===== config.mk =====
export PLATFORM = sky130hd
export DESIGN_NAME = dtcore32_wb_stage
export DESIGN_NICKNAME = d
export VERILOG_FILES = /design/src/rtl/dtcore32_pkg.sv /design/src/rtl/dtcore32_load_align.sv /design/src/rtl/dtcore32_wb_stage.sv
export SDC_FILE = /design/constraint.sdc
export NUM_CORES = 1
export LEC_CHECK = 0
export BUFFER_PORTS_ARGS = -buffer_cell sky130_fd_sc_hd__buf_2
export CORE_ASPECT_RATIO = 2
export CORE_MARGIN = 4
export CORE_UTILIZATION = 52
export DETAILED_ROUTE_END_ITERATION = 16
export GPL_ROUTABILITY_DRIVEN = 0
export GPL_TIMING_DRIVEN = 0
export PLACE_DENSITY_LB_ADDON = 0.15
export SYNTH_ARGS = -nofsm -noshare
export SYNTH_HDL_FRONTEND = slang
export SYNTH_SLANG_ARGS = --single-unit

===== constraint.sdc =====
create_clock -name clk_i -period 2.7 [get_ports clk_i]
set_input_delay 0.135 -clock clk_i [delete_from_list [all_inputs] [get_ports clk_i]]
set_output_delay 0.135 -clock clk_i [all_outputs]
set_load 0.01 [all_outputs]

===== src/rtl/dtcore32_pkg.sv =====
// Shared types and constants for the dtcore32 writeback path.
package dtcore32_pkg;

   typedef enum logic [1:0] {
      RES_ALU  = 2'b00,
      RES_LOAD = 2'b01,
      RES_PC4  = 2'b10,
      RES_CSR  = 2'b11
   } result_src_e;

   localparam logic [2:0] F3_LB  = 3'b000;
   localparam logic [2:0] F3_LH  = 3'b001;
   localparam logic [2:0] F3_LW  = 3'b010;
   localparam logic [2:0] F3_LBU = 3'b100;
   localparam logic [2:0] F3_LHU = 3'b101;

   typedef enum logic [1:0] {
      WB_EMPTY    = 2'b00,
      WB_COMMIT   = 2'b01,
      WB_WAIT_RSP = 2'b10
   } wb_state_e;

endpackage


===== src/rtl/dtcore32_load_align.sv =====
// Picks the addressed byte/halfword out of a raw load word and extends it.
module dtcore32_load_align
   import dtcore32_pkg::*;
(
   input  logic [2:0]  funct3,
   input  logic [1:0]  offset,
   input  logic [31:0] raw,
   output logic [31:0] data
);

   logic [7:0]  byte_sel;
   logic [15:0] half_sel;

   always_comb begin
      byte_sel = raw[7:0];
      case (offset)
         2'd1:    byte_sel = raw[15:8];
         2'd2:    byte_sel = raw[23:16];
         2'd3:    byte_sel = raw[31:24];
         default: byte_sel = raw[7:0];
      endcase
      half_sel = offset[1] ? raw[31:16] : raw[15:0];
   end

   // Reserved funct3 encodings return zero rather than garbage.
   always_comb begin
      data = '0;
      case (funct3)
         F3_LB:   data = {{24{byte_sel[7]}}, byte_sel};
         F3_LBU:  data = {24'b0, byte_sel};
         F3_LH:   data = {{16{half_sel[15]}}, half_sel};
         F3_LHU:  data = {16'b0, half_sel};
         F3_LW:   data = raw;
         default: data = '0;
      endcase
   end

endmodule


===== src/rtl/dtcore32_wb_stage.sv =====
// Writeback stage: MEM/WB register, load response wait, regfile write port, instret.
module dtcore32_wb_stage
   import dtcore32_pkg::*;
#(
   parameter int INSTRET_W = 64
) (
   input  logic                 clk_i,
   input  logic                 rst_ni,
   input  logic                 mem_valid_i,
   output logic                 mem_ready_o,
   input  logic [4:0]           mem_rd_addr_i,
   input  logic [1:0]           mem_result_src_i,
   input  logic [2:0]           mem_funct3_i,
   input  logic [31:0]          mem_alu_result_i,
   input  logic [31:0]          mem_pc_plus4_i,
   input  logic [31:0]          mem_csr_rdata_i,
   input  logic                 dmem_rvalid_i,
   input  logic [31:0]          dmem_rdata_i,
   output logic [4:0]           rd_addr_o,
   output logic [31:0]          reg_wr_data_o,
   output logic                 retire_o,
   output logic [INSTRET_W-1:0] instret_o,
   output logic                 wb_busy_o
);

   wb_state_e   state;
   result_src_e src;
   logic [4:0]  ld_rd_q;
   logic [2:0]  ld_f3_q;
   logic [1:0]  ld_off_q;
   logic [31:0] ld_data;
   logic [31:0] res_sel;
   logic        accept;

   assign src         = result_src_e'(mem_result_src_i);
   assign mem_ready_o = (state != WB_WAIT_RSP);
   assign wb_busy_o   = (state == WB_WAIT_RSP);
   assign accept      = mem_valid_i && mem_ready_o;

   always_comb begin
      res_sel = mem_alu_result_i;
      case (src)
         RES_PC4: res_sel = mem_pc_plus4_i;
         RES_CSR: res_sel = mem_csr_rdata_i;
         default: res_sel = mem_alu_result_i;
      endcase
   end

   dtcore32_load_align u_align (
      .funct3 (ld_f3_q),
      .offset (ld_off_q),
      .raw    (dmem_rdata_i),
      .data   (ld_data)
   );

   // Write-port outputs are loaded on the edge that enters COMMIT, so they are
   // stable for the whole commit cycle and zero in every other cycle.
   always_ff @(posedge clk_i or negedge rst_ni) begin
      if (!rst_ni) begin
         state         <= WB_EMPTY;
         ld_rd_q       <= '0;
         ld_f3_q       <= '0;
         ld_off_q      <= '0;
         rd_addr_o     <= '0;
         reg_wr_data_o <= '0;
         retire_o      <= 1'b0;
         instret_o     <= '0;
      end else begin
         rd_addr_o     <= '0;
         reg_wr_data_o <= '0;
         retire_o      <= 1'b0;
         if (state == WB_COMMIT)
            instret_o <= instret_o + INSTRET_W'(1);
         if (accept) begin
            if (src == RES_LOAD) begin
               state    <= WB_WAIT_RSP;
               ld_rd_q  <= mem_rd_addr_i;
               ld_f3_q  <= mem_funct3_i;
               ld_off_q <= mem_alu_result_i[1:0];
            end else begin
               state         <= WB_COMMIT;
               rd_addr_o     <= mem_rd_addr_i;
               reg_wr_data_o <= res_sel;
               retire_o      <= 1'b1;
            end
         end else if (state == WB_WAIT_RSP && dmem_rvalid_i) begin
            state         <= WB_COMMIT;
            rd_addr_o     <= ld_rd_q;
            reg_wr_data_o <= ld_data;
            retire_o      <= 1'b1;
         end else if (state == WB_COMMIT) begin
            state <= WB_EMPTY;
         end
      end
   end

endmodule


==> impl_metrics.env, run 1 <==
export IMPL_multi_input_comb_area_sq_um=2870
export IMPL_drive_gt1_share_pct=35.6
export IMPL_ir_worst_vdd_v=0.000458
export IMPL_worst_pin_slew_ns=0.914
export IMPL_synth_cells=577
export IMPL_synth_simple_area_share_pct=17.3
export IMPL_finalSetupViolCount=0
export IMPL_final_seq_area_sq_um=2850
export IMPL_yosysTopAreaCell="dfrtp_1"
export IMPL_postLayoutCoreUtil_pct=72.6
export IMPL_pwr_share_comb_pct=20.5
export IMPL_crit_slowest_cell="nor2_1"
export IMPL_clock_path_buffers=2
export IMPL_drtAntennaViolNets=0
export IMPL_cts_tree="done"
export IMPL_grt_max_degree=76
export IMPL_clk_latency_ns=0.41
export IMPL_pre_cts_ws_ns=0.0548
export IMPL_synth_xor_area_share_pct=9.34
export IMPL_endpoint_kind="flop"
export IMPL_yosysSeqAreaShare_pct=48.3
export IMPL_synth_top_family_by_area="simple AND/OR/NAND/NOR gates"
export IMPL_gr_usage_met2_pct=54.9
export IMPL_die_width_microns=83.4
export IMPL_slew_violations=0
export IMPL_dr_pass1_iters=5
export IMPL_start_util_pct=53.7
export IMPL_leakage_nw=4.20
export IMPL_postCtsSetupRepairBufs=0
export IMPL_ys_flop_type="dfrtp_1"
export IMPL_via_per_inst=5.75
export IMPL_maxCapViolations=0
export IMPL_instances_no_fill=1005
export IMPL_required_ns=3.02
export IMPL_final_common_cell="buf_2"
export IMPL_grtUsageTotal_pct=30.0
export IMPL_critPathArrivalTime_ns=2.69
export IMPL_fin_crit_sh_pct=87.7
export IMPL_synth_area_mux_share_pct=9.44
export IMPL_layout_common_cells="buf_2 (244), dfrtp_1 (114), nand2_1 (63), o21ai_0 (45), mux2i_1 (40)"
export IMPL_synth_area_sq_um=5910
export IMPL_die_h_microns=159
export IMPL_min_period_ns=2.37
export IMPL_slew_headroom_pct=38.9
export IMPL_grt_overflow_total=0
export IMPL_num_rows=54
export IMPL_clkSinkCount=114
export IMPL_htreeDepth=4
export IMPL_crit_path_max_fanout=10
export IMPL_worst_slack_ns=0.332
export IMPL_port_buffers=243
export IMPL_met3_usage_pct=7.57
export IMPL_grt_pass1_wl_microns=30800
export IMPL_ys_top_cells_by_area="dfrtp_1 (48%), mux2i_1 (6.8%), xor2_1 (4.9%), xnor2_1 (4.4%), nand2_1 (4.0%)"
export IMPL_post_dp_hpwl_microns=15600
export IMPL_powerDensity_nw_per_um2=628
export IMPL_wl_per_cell_microns=19.6
export IMPL_numCtsBuffers=17
export IMPL_grtUsageMet1_pct=28.2
export IMPL_cts_root_buf="clkbuf_16"
export IMPL_fp_dieArea_sq_um=13200
export IMPL_timing_fmax_ghz=0.422
export IMPL_rsz0062_at_grt="false"
export IMPL_power_frac_seq_pct=39.0
export IMPL_clk_pin_slew_ns=0.05
export IMPL_skew_ns=0.00838
export IMPL_synth_enable_flop_cells=0
export IMPL_ios=246
export IMPL_total_power_mw=5.02
export IMPL_setup_tns_ns=0
export IMPL_p_int_mw=3.55
export IMPL_nFillCells=825
export IMPL_run_status="finished, final reports clean"
export IMPL_swShare_pct=29.2
export IMPL_grt_pass1_vias=6117
export IMPL_drt_iter0_drc=268
export IMPL_wirelength_microns=19700
export IMPL_top_usage_layer="met2"
export IMPL_core_area_sq_um=11000
export IMPL_yosysWarningCount=0
export IMPL_antenna_found_initial=1
export IMPL_path_class="flop to flop"
export IMPL_async_reset_ff_share_pct=100
export IMPL_avgSynthCellArea_sq_um=10.2
export IMPL_clkPwrFrac_pct=40.5
export IMPL_critPathMaxStageDelay_ns=0.59
export IMPL_yosysTopAreaCellShare_pct=48.3
export IMPL_hold_viol_final=0
export IMPL_power_switching_mw=1.47
export IMPL_syn_num_nets=720
export IMPL_path_cells="clkbuf_2 -> buf_1 -> nand2_1 -> nor2_1 -> a221oi_1 -> o22ai_1"
export IMPL_synth_compound_area_share_pct=12.2
export IMPL_holdCritPathClass="input port to flop"
export IMPL_synth_cell_types=45
export IMPL_place_inst=961
export IMPL_layout_nets=995
export IMPL_synth_fa_ha_area_share_pct=0.212
export IMPL_ys_ff_latch=114
export IMPL_areaGrowthSynthToFinish_pct=35.3
export IMPL_vias=5782
export IMPL_startpoint_type="flop"
export IMPL_drc=0
==> worst max-delay path: cells and delay by family (launching register included) <==
family / cells / cell delay (ns)
buf+inv: 2 / 0.68
compound gates: 2 / 0.51
simple gates: 2 / 0.75
flops: 1 / 0.34
==> per-stage QoR <==
step / hold slack [ns] / area [sq um]
6_report: 0.0493 / 7990
5_1_grt: 0.0503 / 7990
4_1_cts: 0.0324 / 7990
3_5_place_dp: 0.149 / 7330
3_3_place_gp: 0.369 / 7300
2_1_floorplan: -0.161 / 5910
==> sequential cells by signal, summed over array words and instances, names as in the netlist <==
signal	count
ld_off_q	2
ld_f3_q	3
retire_o	1
rd_addr_o	5
ld_rd_q	5
state	2
instret_o	64
reg_wr_data_o	32
==> worst paths after layout <==
check / start / end / slack (ns) / cells past startpoint
min in group asynchronous: rst_ni / instret_o[19]$_DFFE_PN0P_ / 0.26 / 2
hold / removal: dmem_rdata_i[19] / reg_wr_data_o[19]$_DFF_PN0_ / 0.05 / 3
hold reg to reg: instret_o[63]$_DFFE_PN0P_ / instret_o[63]$_DFFE_PN0P_ / 0.48 / 1
max in group asynchronous: rst_ni / instret_o[62]$_DFFE_PN0P_ / 1.68 / 3
setup / recovery: ld_off_q[1]$_DFFE_PN0P_ / reg_wr_data_o[12]$_DFF_PN0_ / 0.33 / 6
setup reg to reg: ld_off_q[1]$_DFFE_PN0P_ / reg_wr_data_o[12]$_DFF_PN0_ / 0.33 / 6
==> routing by layer <==
metal	share of wire (%)	wire length [microns]
met5	0	0
met4	7.3	1440
met3	7.5	1480
met2	54	10700
met1	31	6080
==> synth_stat cells (9+ instances only) <==
master    instances
nand2_1          63
nor3_1           16
nand4_1          19
xor2_1           33
mux2i_1          40
a221oi_1          9
nor4_1           10
dfrtp_1         114
mux2_2           12
and3_1            9
clkbuf_1         19
xnor2_1          30
inv_1            15
nor2_1           22
nand3_1          17
o21ai_0          45
a21oi_1          19
o22ai_1          26
==> power by group through the flow <==
stage | logic (mW) | registers [mW] | clock network [mW]
6_report | 1.03 | 1.96 | 2.03
5_1_grt | 1.11 | 1.98 | 2.15
4_1_cts | 1.02 | 1.96 | 2.06
3_5_place_dp | 1.01 | 1.99 | 0
3_3_place_gp | 0.971 | 1.98 | 0
2_1_floorplan | 0.518 | 2.02 | 0
==> logic make-up after synthesis <==
group,Yosys count
and+or+nand+nor,185
AOI/OAI and AO/OA,115
DFF,114
xor gates and xnor gates,63
muxes,53
buffers and inverters,46
adders and majority gates,1
==> repair_timing <==
item / 4_1_cts / 5_1_grt
hold buffers: 12 / 0
gates resized for setup: 0 / 1
hold endpoints to repair: 55 / 0
setup endpoints to repair: 0 / 2
==> area by class of cell <==
class | count | share of cell area [%]
antenna | 1 | 0.0313
buffer | 31 | 1.71
clock buffer | 19 | 5.54
clock inverter | 12 | 1.16
inverter | 15 | 0.704
multi-input combinational | 417 | 35.9
sequential | 114 | 35.7
tap | 140 | 2.19
timing repair buffer | 256 | 17.1
(Power assumes the default switching activity.)
==> inputs of run 2 (changes only) <==
--- a/config.mk
+++ b/config.mk
@@ -5,10 +5,11 @@
 export SDC_FILE = /design/constraint.sdc
 export NUM_CORES = 1
 export LEC_CHECK = 0
+export ABC_AREA = 1
 export BUFFER_PORTS_ARGS = -buffer_cell sky130_fd_sc_hd__buf_2
 export CORE_ASPECT_RATIO = 2
 export CORE_MARGIN = 4
-export CORE_UTILIZATION = 52
+export CORE_UTILIZATION = 50
 export DETAILED_ROUTE_END_ITERATION = 16
 export GPL_ROUTABILITY_DRIVEN = 0
 export GPL_TIMING_DRIVEN = 0
==> impl_metrics.env, run 2 <==
export IMPL_run_status="finished, final reports clean"
export IMPL_finalSetupViolCount=0
export IMPL_final_seq_area_sq_um=2850
export IMPL_htreeDepth=4
export IMPL_critPathArrivalTime_ns=2.41
export IMPL_top_register="instret_o"
export IMPL_path_cells="o21ai_0 -> o211ai_1 -> nor2_1 -> o21ai_0 -> nand2_1"
export IMPL_drtAntennaViolNets=0
export IMPL_synth_area_sq_um=6740
export IMPL_die_width_microns=90.1
export IMPL_yosysSeqAreaShare_pct=42.3
export IMPL_grt_pass1_vias=7495
export IMPL_die_h_microns=172
export IMPL_instances_no_fill=1385
export IMPL_fp_dieArea_sq_um=15500
export IMPL_largest_reg_flops=64
export IMPL_clock_path_buffers=2
export IMPL_reg2reg_setup_slack_ns=0.65
export IMPL_areaGrowthSynthToFinish_pct=32.3
export IMPL_rsz0062_at_grt="false"
export IMPL_clk_latency_ns=0.42
export IMPL_holdCritPathClass="input port to flop"
export IMPL_clk_pin_slew_ns=0.06
export IMPL_crit_slowest_cell="o21ai_0"
export IMPL_numCtsBuffers=17
export IMPL_powerDensity_nw_per_um2=575
export IMPL_timing_fmax_ghz=0.487
export IMPL_maxCapViolations=0
export IMPL_largest_registers="instret_o: 64 flops, reg_wr_data_o: 32 flops"
export IMPL_cts_resized=0
export IMPL_antenna_found_initial=1
export IMPL_layout_nets=1362
export IMPL_nFillCells=1238
export IMPL_clkSinkCount=114
export IMPL_required_ns=3.05
export IMPL_synth_cells=944
export IMPL_yosysTopAreaCell="dfrtp_1"
export IMPL_core_area_sq_um=13100
export IMPL_hold_path_depth=3
export IMPL_startpoint_type="flop"
export IMPL_holdWs_ns=0.00739
export IMPL_grtUsageTotal_pct=30.0
export IMPL_ff2ff_path_depth=5
export IMPL_worst_path_buf_inv=0
export IMPL_ys_flop_type="dfrtp_1"
export IMPL_power_switching_mw=1.45
export IMPL_post_dp_hpwl_microns=18600
export IMPL_via_per_inst=5.28
export IMPL_drc=0
export IMPL_wl_per_cell_microns=16.5
export IMPL_power_frac_seq_pct=37.6
export IMPL_grt_max_degree=59
export IMPL_hold_viol_final=0
export IMPL_synth_common_cells="nand2_1 (355), dfrtp_1 (114), nor2_1 (92)"
export IMPL_path_delay_family="compound AO/OA/AOI/OAI gates"
export IMPL_layout_common_cells="nand2_1 (355), buf_2 (247), dfrtp_1 (114), nor2_1 (92), inv_1 (83)"
export IMPL_crit_path_max_fanout=9
export IMPL_path_depth=5
export IMPL_swShare_pct=28.3
export IMPL_endpoint_kind="flop"
export IMPL_drive_gt1_share_pct=26.1
export IMPL_cts_root_buf="clkbuf_16"
export IMPL_yosysWarningCount=0
export IMPL_port_buffers=245
export IMPL_vias=7316
export IMPL_path_class="flop to flop"
export IMPL_ir_worst_vdd_v=0.000504
export IMPL_yosysTopAreaCellShare_pct=42.3
export IMPL_slew_headroom_pct=52.3
export IMPL_cts_tree="done"
export IMPL_grt_overflow_total=0
export IMPL_p_int_mw=3.68
export IMPL_fin_crit_sh_pct=76.1
export IMPL_num_rows=59
export IMPL_postCtsSetupRepairBufs=0
export IMPL_wirelength_microns=22900
export IMPL_avgSynthCellArea_sq_um=7.14
export IMPL_ios=246
export IMPL_leakage_nw=4.74
export IMPL_synth_most_common_cell="nand2_1"
export IMPL_multi_input_comb_area_sq_um=3450
export IMPL_pwr_share_comb_pct=16.6
export IMPL_dr_pass1_iters=6
export IMPL_drt_iter0_drc=263
export IMPL_async_reset_ff_share_pct=100
export IMPL_ys_top_cells_by_area="dfrtp_1 (42%), nand2_1 (20%), nor2_1 (5.1%), inv_1 (4.6%), nand3_1 (4.4%)"
export IMPL_grt_pass1_wl_microns=36400
export IMPL_place_inst=1342
export IMPL_synth_enable_flop_cells=0
export IMPL_skew_ns=0.0110
export IMPL_start_util_pct=51.3
export IMPL_synth_cell_types=34
export IMPL_clkPwrFrac_pct=45.8
export IMPL_syn_num_nets=1087
export IMPL_final_common_cell="nand2_1"
export IMPL_worst_pin_slew_ns=0.709
export IMPL_cp_common_cell="o21ai_0"
export IMPL_ys_ff_latch=114
export IMPL_min_period_ns=2.05
export IMPL_critPathMaxStageDelay_ns=0.55
export IMPL_setup_tns_ns=0
export IMPL_slew_violations=0
==> run 2: cell count changes in the layout (fill, tap and decap cells not counted), sizes merged, moves of 13 or more <==
cell	before	now
inv	15	85
mux2i	40	0
nand2	63	358
nand3	18	65
nor2	22	111
o22ai	26	2
xor2	33	20
==> run 2: per-stage QoR <==
stage / instance area (sq um) / setup WS [ns] / utilization [%] / power, mW
CTS: 8910 / 0.737 / 67.8 / 5.15
finish: 8920 / 0.646 / 67.9 / 5.13
global route: 8920 / 0.587 / 67.9 / 5.34
global placement: 8160 / 0.105 / 62.1 / 2.77
floorplan: 6740 / 1.11 / - / 2.40
detailed placement: 8190 / 0.784 / 62.3 / 2.79
==> run 2: power by group through the flow <==
stage	logic [mW]	clock network (mW)	registers (mW)
floorplan	0.430	0	1.97
finish	0.852	2.35	1.93
detailed placement	0.836	0	1.95
CTS	0.855	2.37	1.93
global placement	0.820	0	1.95
global route	0.951	2.45	1.94
==> run 2: cells by family (layout without fill, tap and decap cells) <==
logic type | Yosys count | in the layout | synth area share (%)
compound gates | 94 | 94 | 7.98
xor+xnor | 44 | 44 | 5.72
fa+ha+maj | 1 | 1 | 0.186
buf+inv | 109 | 397 | 6.52
flops | 114 | 114 | 42.3
other cells | 0 | 1 | 0
simple gates | 582 | 582 | 37.3
==> run 2: layout make-up <==
class                   instances  area share [%]
clock inverters                12            1.75
plain buffers                  24            1.35
multi-input cells             721            38.7
clock buffers                  20            5.23
diodes                          1          0.0281
repair buffers                256            15.3
inverters                      85            3.58
well taps                     152            2.13
flip-flops and latches        114            32.0
==> run 2: final timing paths <==
kind | endpoint | from
setup / recovery | reg_wr_data_o[13]$_DFF_PN0_ | ld_off_q[1]$_DFFE_PN0P_
hold / removal | rd_addr_o[2]$_DFF_PN0_ | mem_rd_addr_i[2]
setup reg to reg | reg_wr_data_o[13]$_DFF_PN0_ | ld_off_q[1]$_DFFE_PN0P_
hold reg to reg | ld_rd_q[0]$_DFFE_PN0P_ | ld_rd_q[0]$_DFFE_PN0P_
max in group asynchronous | instret_o[40]$_DFFE_PN0P_ | rst_ni
min in group asynchronous | instret_o[12]$_DFFE_PN0P_ | rst_ni
==> run 2: what timing repair did <==
action                     CTS  global route
setup endpoints to repair    0             0
hold endpoints to repair    67             0
hold buffers                10             0
==> run 2: metal layers <==
layer / share of wire, % / wire (microns) / vias to the layer above / global-route usage [%]
met5: 0 / 0 / - / 0
met4: 6.2 / 1410 / 0 / 18.3
met3: 6.2 / 1420 / 86 / 6.36
met2: 56 / 12800 / 334 / 60.1
met1: 32 / 7250 / 3313 / 26.9
li1: - / - / 3583 / -
==> run 2: worst reg2reg max path, stage by stage, from the launching register on <==
cell and delay, ns:
dfrtp_1 0.37, o21ai_0 0.55, o211ai_1 0.20, nor2_1 0.46
o21ai_0 0.30, nand2_1 0.11
==> inputs of run 3 (changes only) <==
--- a/config.mk
+++ b/config.mk
@@ -5,11 +5,11 @@
 export SDC_FILE = /design/constraint.sdc
 export NUM_CORES = 1
 export LEC_CHECK = 0
-export ABC_AREA = 1
+export ABC_AREA = 0
 export BUFFER_PORTS_ARGS = -buffer_cell sky130_fd_sc_hd__buf_2
 export CORE_ASPECT_RATIO = 2
 export CORE_MARGIN = 4
-export CORE_UTILIZATION = 50
+export CORE_UTILIZATION = 49
 export DETAILED_ROUTE_END_ITERATION = 16
 export GPL_ROUTABILITY_DRIVEN = 0
 export GPL_TIMING_DRIVEN = 0
==> constraint.sdc (replaced) <==
create_clock -name clk_i -period 2.1 [get_ports clk_i]
set_input_delay 0.105 -clock clk_i [delete_from_list [all_inputs] [get_ports clk_i]]
set_output_delay 0.105 -clock clk_i [all_outputs]
set_load 0.01 [all_outputs]
==> impl_metrics.env, run 3 (synthesis gave the netlist of run 1 again) <==
export IMPL_pre_cts_ws_ns=-0.411
export IMPL_skew_ns=0.00779
export IMPL_largest_registers="instret_o: 64 flops, reg_wr_data_o: 32 flops"
export IMPL_top_layer="met4"
export IMPL_holdCritPathClass="input port to flop"
export IMPL_drc=0
export IMPL_powerDensity_nw_per_um2=803
export IMPL_nFillCells=936
export IMPL_layout_common_cells="buf_2 (245), dfrtp_1 (111), nand2_1 (62), o21ai_0 (45), mux2i_1 (40)"
export IMPL_startpoint_type="flop"
export IMPL_path_delay_family="multiplexers"
export IMPL_hold_viol_final=0
export IMPL_wl_per_cell_microns=20.2
export IMPL_place_inst=966
export IMPL_layout_nets=1014
export IMPL_total_power_mw=6.68
export IMPL_critPathArrivalTime_ns=2.34
export IMPL_vias=5918
export IMPL_r2r_end="reg_wr_data_o[23]$_DFF_PN0_"
export IMPL_crit_path_max_fanout=10
export IMPL_final_seq_area_sq_um=2860
export IMPL_endpoint_kind="flop"
export IMPL_path_class="flop to flop"
export IMPL_port_buffers=243
export IMPL_required_ns=2.37
export IMPL_holdPathEnd="state[1]$_DFFE_PN0P_"
export IMPL_fp_dieArea_sq_um=14000
export IMPL_worstHoldStart="dmem_rvalid_i"
export IMPL_wirelength_microns=20800
export IMPL_core_area_sq_um=11800
export IMPL_num_rows=56
export IMPL_slew_violations=0
export IMPL_htreeDepth=4
export IMPL_slew_headroom_pct=36.7
export IMPL_ios=246
export IMPL_timing_rr_start="ld_off_q[1]$_DFFE_PN0P_"
export IMPL_finalSetupViolCount=0
export IMPL_setup_tns_ns=0
export IMPL_leakage_nw=4.35
export IMPL_hold_path_depth=4
export IMPL_grt_overflow_total=0
export IMPL_largest_reg_flops=64
export IMPL_die_h_microns=163
export IMPL_dr_pass1_iters=5
export IMPL_timing_fmax_ghz=0.483
export IMPL_maxCapViolations=0
export IMPL_clk_pin_slew_ns=0.06
export IMPL_cts_tree="done"
export IMPL_grtUsageTotal_pct=29.7
export IMPL_via_per_inst=5.76
export IMPL_drt_iter0_drc=246
export IMPL_crit_slowest_cell="mux4_2"
export IMPL_die_width_microns=85.7
export IMPL_worst_pin_slew_ns=0.950
export IMPL_worst_path_buf_inv=3
export IMPL_clock_path_buffers=2
export IMPL_instances_no_fill=1028
export IMPL_run_status="finished, final reports clean"
export IMPL_fin_crit_sh_pct=98.5
export IMPL_drtAntennaViolNets=0
export IMPL_path_cells="clkbuf_2 -> mux4_2 -> nor2_2 -> a2111oi_4 -> buf_4 -> buf_2 -> a21oi_1 -> o22ai_1"
export IMPL_clkSinkCount=114
export IMPL_holdWs_ns=0.0180
export IMPL_critPathMaxStageDelay_ns=0.55
export IMPL_final_area_sq_um=8310
export IMPL_numCtsBuffers=17
export IMPL_met2WireLength_microns=11500
export IMPL_cts_root_buf="clkbuf_16"
export IMPL_wl_met3_microns=1440
export IMPL_postLayoutCoreUtil_pct=70.6
export IMPL_min_period_ns=2.07
export IMPL_post_dp_hpwl_microns=15900
export IMPL_ir_worst_vdd_v=0.000594
export IMPL_top_register="instret_o"
export IMPL_drive_gt1_share_pct=39.6
export IMPL_wl_met1_microns=6530
export IMPL_final_common_cell="buf_2"
export IMPL_grt_max_degree=61
export IMPL_clk_latency_ns=0.40
export IMPL_start_util_pct=50.2
export IMPL_placed_cell_area_sq_um=7340
export IMPL_worst_slack_ns=0.0312
export IMPL_antenna_found_initial=0
export IMPL_grt_pass1_vias=6192
export IMPL_ff2ff_path_depth=8
export IMPL_areaGrowthSynthToFinish_pct=40.6
export IMPL_grt_pass1_wl_microns=31600
export IMPL_reg2reg_setup_slack_ns=0.03
export IMPL_multi_input_comb_area_sq_um=2990
run 3: changes by cell type in the layout (fill, tap and decap cells not counted), moves of 13 or more:
cell,previous run,this run
buf_4,5,19
mux2i_1,0,40
o22ai_1,2,26
nor2_1,92,20
nand3_1,59,15
nand2_1,355,62
inv_1,83,15
xor2_1,20,33
run 3: cell type report:
| class | count | share of cell area [%] |
|---|---|---|
| Sequential cell | 114 | 34.4 |
| Tap cell | 145 | 2.18 |
| Antenna cell | 1 | 0.0301 |
| Timing Repair Buffer | 277 | 18.4 |
| Multi-Input combinational cell | 417 | 36.0 |
| Clock inverter | 11 | 1.39 |
| Inverter | 15 | 0.678 |
| Buffer | 29 | 1.61 |
| Clock buffer | 19 | 5.33 |
run 3: worst max path at each step:
stage,end,start,cells after the start,slack (ns)
2_1_floorplan,instret_o[31]$_DFFE_PN0P_,instret_o[13]$_DFFE_PN0P_,6,0.23
3_3_place_gp,reg_wr_data_o[15]$_DFF_PN0_,ld_f3_q[0]$_DFFE_PN0P_,6,-0.41
3_5_place_dp,reg_wr_data_o[7]$_DFF_PN0_,ld_f3_q[0]$_DFFE_PN0P_,6,-0.41
4_1_cts,instret_o[31]$_DFFE_PN0P_,state[1]$_DFFE_PN0P_,6,0.005
5_1_grt,instret_o[58]$_DFFE_PN0P_,instret_o[0]$_DFFE_PN0P_,8,-0.04
6_report,reg_wr_data_o[23]$_DFF_PN0_,ld_off_q[1]$_DFFE_PN0P_,8,0.03
run 3: repair_timing:
item | in CTS | in global routing
setup endpoints to repair | 49 | 48
gates resized for setup | 12 | 21
hold endpoints to repair | 73 | 0
setup buffers | 3 | 15
pin swaps | 3 | 6
hold buffers | 15 | 0
run 3: per-layer routing:
layer  vias to the layer above  GRT usage [%]
li1                       2682              -
met1                      2806           28.1
met2                       355           54.9
met3                        75           6.36
met4                         0           21.0
met5                         -              0
run 3: worst min-delay path: cells and delay by family:
kind                   cells  cell delay [ns]
muxes                      1             0.07
and+or+nand+nor            2             0.11
buffers and inverters      1             0.11
run 3: where the power goes:
| part | switching [mW] | internal, mW |
|---|---|---|
| clock | 0.996 | 1.75 |
| combinational | 0.784 | 0.617 |
| sequential | 0.149 | 2.38 |
